--- config.mk ---
export PLATFORM = sky130hd
export DESIGN_NAME = rst_clk_seq
export DESIGN_NICKNAME = d
export VERILOG_FILES = /design/src/rtl/rst_clk_seq.sv
export SDC_FILE = /design/constraint.sdc
export NUM_CORES = 1
export LEC_CHECK = 0
export ABC_AREA = 1
export CAP_MARGIN = 20
export CORE_MARGIN = 5
export CORE_UTILIZATION = 41
export CTS_BUF_LIST = sky130_fd_sc_hd__clkbuf_8 sky130_fd_sc_hd__clkbuf_16
export DETAILED_ROUTE_END_ITERATION = 10
export REMOVE_ABC_BUFFERS = 1
export SLEW_MARGIN = 20
export SYNTH_ARGS = -nofsm -noshare
export SYNTH_HDL_FRONTEND = slang
export SYNTH_SLANG_ARGS = --single-unit
--- constraint.sdc ---
create_clock -name clk -period 3.15 [get_ports clk]
set_input_delay 0.63 -clock clk [delete_from_list [all_inputs] [get_ports clk]]
set_output_delay 0.63 -clock clk [all_outputs]
set_load 0.05 [all_outputs]
--- src/rtl/rst_clk_seq.sv ---
// Reset stretcher / domain release sequencer with per-domain divided clock-enables
// and a single-step debug mode. Everything runs on clk; no derived clocks.
module rst_clk_seq #(
  parameter int NUM_DOM = 4,
  parameter int DIV_W   = 8,
  parameter int STRETCH = 16,
  parameter int GAP     = 4
) (
  input  logic                     clk,
  input  logic                     rst,
  input  logic                     ext_rstn,
  input  logic [NUM_DOM*DIV_W-1:0] div_ratio,
  input  logic                     step_mode,
  input  logic                     step,
  output logic [NUM_DOM-1:0]       dom_rst,
  output logic [NUM_DOM-1:0]       clk_en,
  output logic                     ready
);

  localparam logic [1:0] S_HOLD    = 2'd0;
  localparam logic [1:0] S_STRETCH = 2'd1;
  localparam logic [1:0] S_RELEASE = 2'd2;
  localparam logic [1:0] S_RUN     = 2'd3;

  localparam int SC_W  = $clog2(STRETCH + 1);
  localparam int GC_W  = $clog2(GAP + 1);
  localparam int IDX_W = $clog2(NUM_DOM + 1);

  // The HOLD edge that first sees sync_n high already counts as one stretch cycle.
  localparam logic [SC_W-1:0]  ST_LAST  = SC_W'((STRETCH >= 2) ? STRETCH - 2 : 0);
  localparam logic [GC_W-1:0]  GAP_LAST = GC_W'(GAP - 1);
  localparam logic [IDX_W-1:0] IDX_END  = IDX_W'(NUM_DOM);
  localparam bit               ST_ONE   = (STRETCH == 1);

  logic             sync_1;
  logic             sync_n;
  logic [1:0]       state;
  logic [SC_W-1:0]  st_cnt;
  logic [GC_W-1:0]  gap_cnt;
  logic [IDX_W-1:0] idx;
  logic             step_q;
  logic             step_mode_q;
  logic             run_phase;
  logic             step_edge;

  // Two-flop synchroniser for the external reset button.
  always_ff @(posedge clk or posedge rst) begin
    if (rst) begin
      sync_1 <= 1'b0;
      sync_n <= 1'b0;
    end else begin
      sync_1 <= ext_rstn;
      sync_n <= sync_1;
    end
  end

  // Registered copies used for step edge detection and step-mode exit detection.
  always_ff @(posedge clk or posedge rst) begin
    if (rst) begin
      step_q      <= 1'b0;
      step_mode_q <= 1'b0;
    end else begin
      step_q      <= step;
      step_mode_q <= step_mode;
    end
  end

  assign run_phase = (state == S_RELEASE) || (state == S_RUN);
  assign step_edge = step & ~step_q & run_phase;

  // Sequencer: stretch, then release domains 0..NUM_DOM-1 GAP cycles apart.
  always_ff @(posedge clk or posedge rst) begin
    if (rst) begin
      state   <= S_HOLD;
      st_cnt  <= '0;
      gap_cnt <= '0;
      idx     <= '0;
      dom_rst <= '1;
      ready   <= 1'b0;
    end else if (!sync_n) begin
      state   <= S_HOLD;
      st_cnt  <= '0;
      gap_cnt <= '0;
      idx     <= '0;
      dom_rst <= '1;
      ready   <= 1'b0;
    end else begin
      case (state)
        S_HOLD: begin
          st_cnt <= '0;
          if (ST_ONE) begin
            state      <= S_RELEASE;
            dom_rst[0] <= 1'b0;
            idx        <= IDX_W'(1);
            gap_cnt    <= '0;
          end else begin
            state <= S_STRETCH;
          end
        end
        S_STRETCH: begin
          if (st_cnt == ST_LAST) begin
            state      <= S_RELEASE;
            dom_rst[0] <= 1'b0;
            idx        <= IDX_W'(1);
            gap_cnt    <= '0;
          end else begin
            st_cnt <= st_cnt + 1'b1;
          end
        end
        S_RELEASE: begin
          if (gap_cnt == GAP_LAST) begin
            gap_cnt <= '0;
            if (idx == IDX_END) begin
              state <= S_RUN;
              ready <= 1'b1;
            end else begin
              for (int k = 0; k < NUM_DOM; k++) begin
                if (idx == IDX_W'(k)) begin
                  dom_rst[k] <= 1'b0;
                end
              end
              idx <= idx + 1'b1;
            end
          end else begin
            gap_cnt <= gap_cnt + 1'b1;
          end
        end
        S_RUN: begin
          state <= S_RUN;
        end
        default: begin
          state   <= S_HOLD;
          dom_rst <= '1;
          ready   <= 1'b0;
        end
      endcase
    end
  end

  for (genvar gi = 0; gi < NUM_DOM; gi++) begin : g_dom
    logic [DIV_W-1:0] ratio_in;
    logic [DIV_W-1:0] r;
    logic [DIV_W-1:0] cnt;
    logic [DIV_W-1:0] last;
    logic             wrap;
    logic             en;

    assign ratio_in = div_ratio[gi*DIV_W +: DIV_W];

    // Ratios 0 and 1 both mean "enable every cycle".
    always_comb begin
      last = '0;
      if (r < DIV_W'(2)) begin
        last = '0;
      end else begin
        last = r - DIV_W'(1);
      end
    end

    assign wrap = (cnt >= last);

    // Divider: ratio is only re-latched at a period wrap, so mid-period writes never shorten a period.
    always_ff @(posedge clk or posedge rst) begin
      if (rst) begin
        r   <= '0;
        cnt <= '0;
        en  <= 1'b0;
      end else if (dom_rst[gi] || !sync_n) begin
        r   <= ratio_in;
        cnt <= '0;
        en  <= 1'b0;
      end else if (step_mode) begin
        en <= step_edge;
      end else if (step_mode_q) begin
        r   <= ratio_in;
        cnt <= '0;
        en  <= 1'b0;
      end else begin
        en <= wrap;
        if (wrap) begin
          cnt <= '0;
          r   <= ratio_in;
        end else begin
          cnt <= cnt + 1'b1;
        end
      end
    end

    assign clk_en[gi] = en;
  end

endmodule

==> results.py <==
metrics = {
    "die": {
        "die_width_um": 126,
        "num_rows": 42,
        "start_util_pct": 41.9,
        "pin_count": 46,
        "dieArea_um2": 15900,
        "core_area_um2": 13200,
        "die_h_um": 126,
    },
    "power": {
        "p_clk_share_pct": 42.5,
        "p_total_mw": 2.88,
        "power_density_nw_per_um2": 441,
        "p_leak_nw": 3.26,
        "switching_share_pct": 25.9,
        "p_switching_mw": 0.746,
        "pwr-share-seq_pct": 43.9,
        "power_frac_comb_pct": 13.6,
        "p_int_mw": 2.13,
        "ir_worst_vdd_mv": 0.305,
    },
    "yosys": {
        "synth-edff-count": 0,
        "synth_common_cells": "nand2_1, dfrtp_1, nor2_1, inv_1, nand3_1",
        "post_synth.cell_area_avg_um2": 7.71,
        "syn_inst": 719,
        "yosysMostFrequentCell": "nand2_1",
        "synth_seq_cells": 90,
        "async_reset_ff_share_pct": 100,
        "dominantRegCellSynth": "dfrtp_1",
        "yosysWarnings": 0,
        "netlist_top_cells_area": "dfrtp_1, nand2_1, ha_1, nand3_1, nor2_1",
        "yosys.area.top_type": "dfrtp_1",
        "synth_cell_types": 42,
        "yosys.area.top_type_share_pct": 38.8,
        "yosysSeqAreaShare_pct": 40.7,
        "syn_area_um2": 5540,
    },
    "timing": {
        "rsz0062_at_grt": "false",
        "hold_viol": 0,
        "tightest_slew_ns": 0.540,
        "finalCritPeriodShare_pct": 78.8,
        "setup_viol_count_final": 0,
        "setup_tns_ns": 0,
        "fin_worst_skew_ns": 0.00849,
        "max_freq_mhz": 403,
        "drv_slew": 0,
        "fin_crit_ns": 2.48,
        "slew_headroom_pct": 63.9,
    },
    "cells_and_area": {
        "utilization_pct": 49.2,
        "nNetsFinal": 852,
        "diodes": 0,
        "instances_no_fill": 948,
        "drive_gt1_share_pct": 7.12,
        "synthToLayoutAreaGrowth_pct": 17.7,
    },
    "drt": {
        "via_count": 4638,
        "drcViolationCount": 0,
        "wl_per_cell_um": 12.6,
        "totalWireLength_mm": 12.0,
        "vias_per_cell": 4.89,
        "firstDrtPassIters": 6,
        "drtIter0Drc": 287,
        "final_antenna_net_count": 0,
    },
    "clock_network": {
        "cts_max_level": 3,
        "clock_path_buffers": 2,
        "path_clk_slew_ns": 0.07,
        "cts.sinks": 90,
        "cts_tree": "done",
        "post_cts_resize_count": 0,
        "clk_latency_ns": 0.34,
        "hold_buffers": 0,
        "cts_made_buffers": 9,
        "root_buffer": "clkbuf_16",
        "postCtsSetupBuffers": 0,
    },
    "job": {
        "drv_cap": 0,
    },
    "critical_path": {
        "critPathArrivalTime_ns": 2.75,
        "crit_path_end_kind": "flip-flop",
        "cp-start-kind": "flip-flop",
        "critPathMaxFanout": 11,
        "required_ns": 3.42,
        "rr_startpoint": "g_dom[3].r[3]",
        "regToRegSetupSlack_ns": 0.67,
        "reg2reg_to": "g_dom[3].cnt[5]",
        "reg2reg_depth": 15,
        "critPathKind": "reg -> reg",
    },
    "grt": {
        "grt_max_degree": 65,
        "antenna_found_initial": 0,
        "grt_pass1_wl_mm": 20.8,
        "track_usage_pct": 15.7,
        "grt_pass1_vias": 4591,
        "grt-ovfl-total": 0,
    },
    "placed_design": {
        "dp.cells": 932,
        "post-dp-hpwl_mm": 9.03,
        "gp_congestion": 0.827,
        "portBuffers": 45,
    },
    "min_path": {
        "hold_end": "sync_n",
        "min-delay-start": "sync_1",
        "hold_path.class": "reg -> reg",
        "hold_path_depth": 0,
    },
    "status": {
        "status": "complete, no violations",
    },
}
==> worst max path at each step <==
stage / slack, ns / to / startpoint / cells past startpoint
detailed placement: 0.67 / g_dom[2].cnt[2] / step_mode / 5
finish: 0.67 / g_dom[3].cnt[5] / g_dom[3].r[3] / 15
global route: 0.34 / g_dom[2].cnt[4] / g_dom[2].r[2] / 15
global placement: 0.74 / g_dom[2].cnt[5] / step_mode / 5
floorplan: 0.19 / g_dom[0].cnt[0] / rst / 1
CTS: 0.65 / g_dom[2].cnt[2] / g_dom[2].r[2] / 12
==> flip-flops by register name (all words and copies together), names as in the netlist, 2 cells and up <==
signal     cells
state          2
g_dom.en       4
gap_cnt        3
g_dom.cnt     32
idx            3
g_dom.r       32
dom_rst        4
st_cnt         5
==> power groups by stage <==
stage | logic [mW] | clock network, mW | registers, mW
2_1_floorplan | 0.249 | 0 | 1.29
3_3_place_gp | 0.383 | 0 | 1.28
3_5_place_dp | 0.398 | 0 | 1.28
4_1_cts | 0.401 | 1.25 | 1.26
5_1_grt | 0.454 | 1.29 | 1.27
6_report | 0.393 | 1.22 | 1.26
==> stage by stage <==
step,worst slack [ns],instance area [um2],hold WS [ns]
floorplan,0.191,5440,0.331
global placement,0.738,6180,0.332
detailed placement,0.671,6180,0.337
CTS,0.647,6520,0.364
global route,0.338,6520,0.378
finish,0.667,6520,0.356
==> worst max-delay path: stages, from the launching register on <==
cell and delay, ns:
dfrtp_1 0.42, nor2_1 0.19, inv_1 0.06, nor3_1 0.26, nand3_1 0.22, nand3_1 0.14, ha_1 0.25, nand2_1 0.10
nor2_1 0.05, nor2_1 0.08, nand2_1 0.06, nand2_1 0.08, nand3_2 0.08, nand2_2 0.19, inv_1 0.12, nor2_1 0.10
==> cell families after synthesis <==
logic type,Yosys count,synth area share (%)
flops,90,40.7
compound gates,69,7.29
simple gates,392,30.3
xor+xnor,21,3.32
buf+inv,99,7.52
fa+ha+maj,48,10.8
==> area by class of cell <==
type,instances,area [um2]
clock buffers,12,267
multi-input cells,530,2870
inverters,83,313
fillers,1281,6720
well taps,176,220
flip-flops and latches,90,2260
clock inverters,4,72.6
repair buffers,53,523
==> layout by cell type, fill, tap and decap left out, drive strengths merged, types with 2 or more instances in the layout <==
master         count
a21o               2
a21oi             23
a41oi              3
buf                8
bufinv             2
clkbuf            12
clkdlybuf4s50     45
clkinv             2
dfrtp             86
dfstp              4
ha                48
inv               82
nand2            205
nand3             72
nand4             10
nor2              89
nor3               5
o21a               3
o21ai             26
o21bai             3
o31ai              3
or2                7
xnor2              4
xor2              17
==> per-layer routing <==
layer	GRT usage (%)	vias up	part of all wire [%]
li1	-	2417	-
met1	20.4	2139	46
met2	26.3	68	48
met3	2.41	14	3.6
met4	6.25	0	2.1
met5	0	-	0
(Power assumes the default switching activity.)
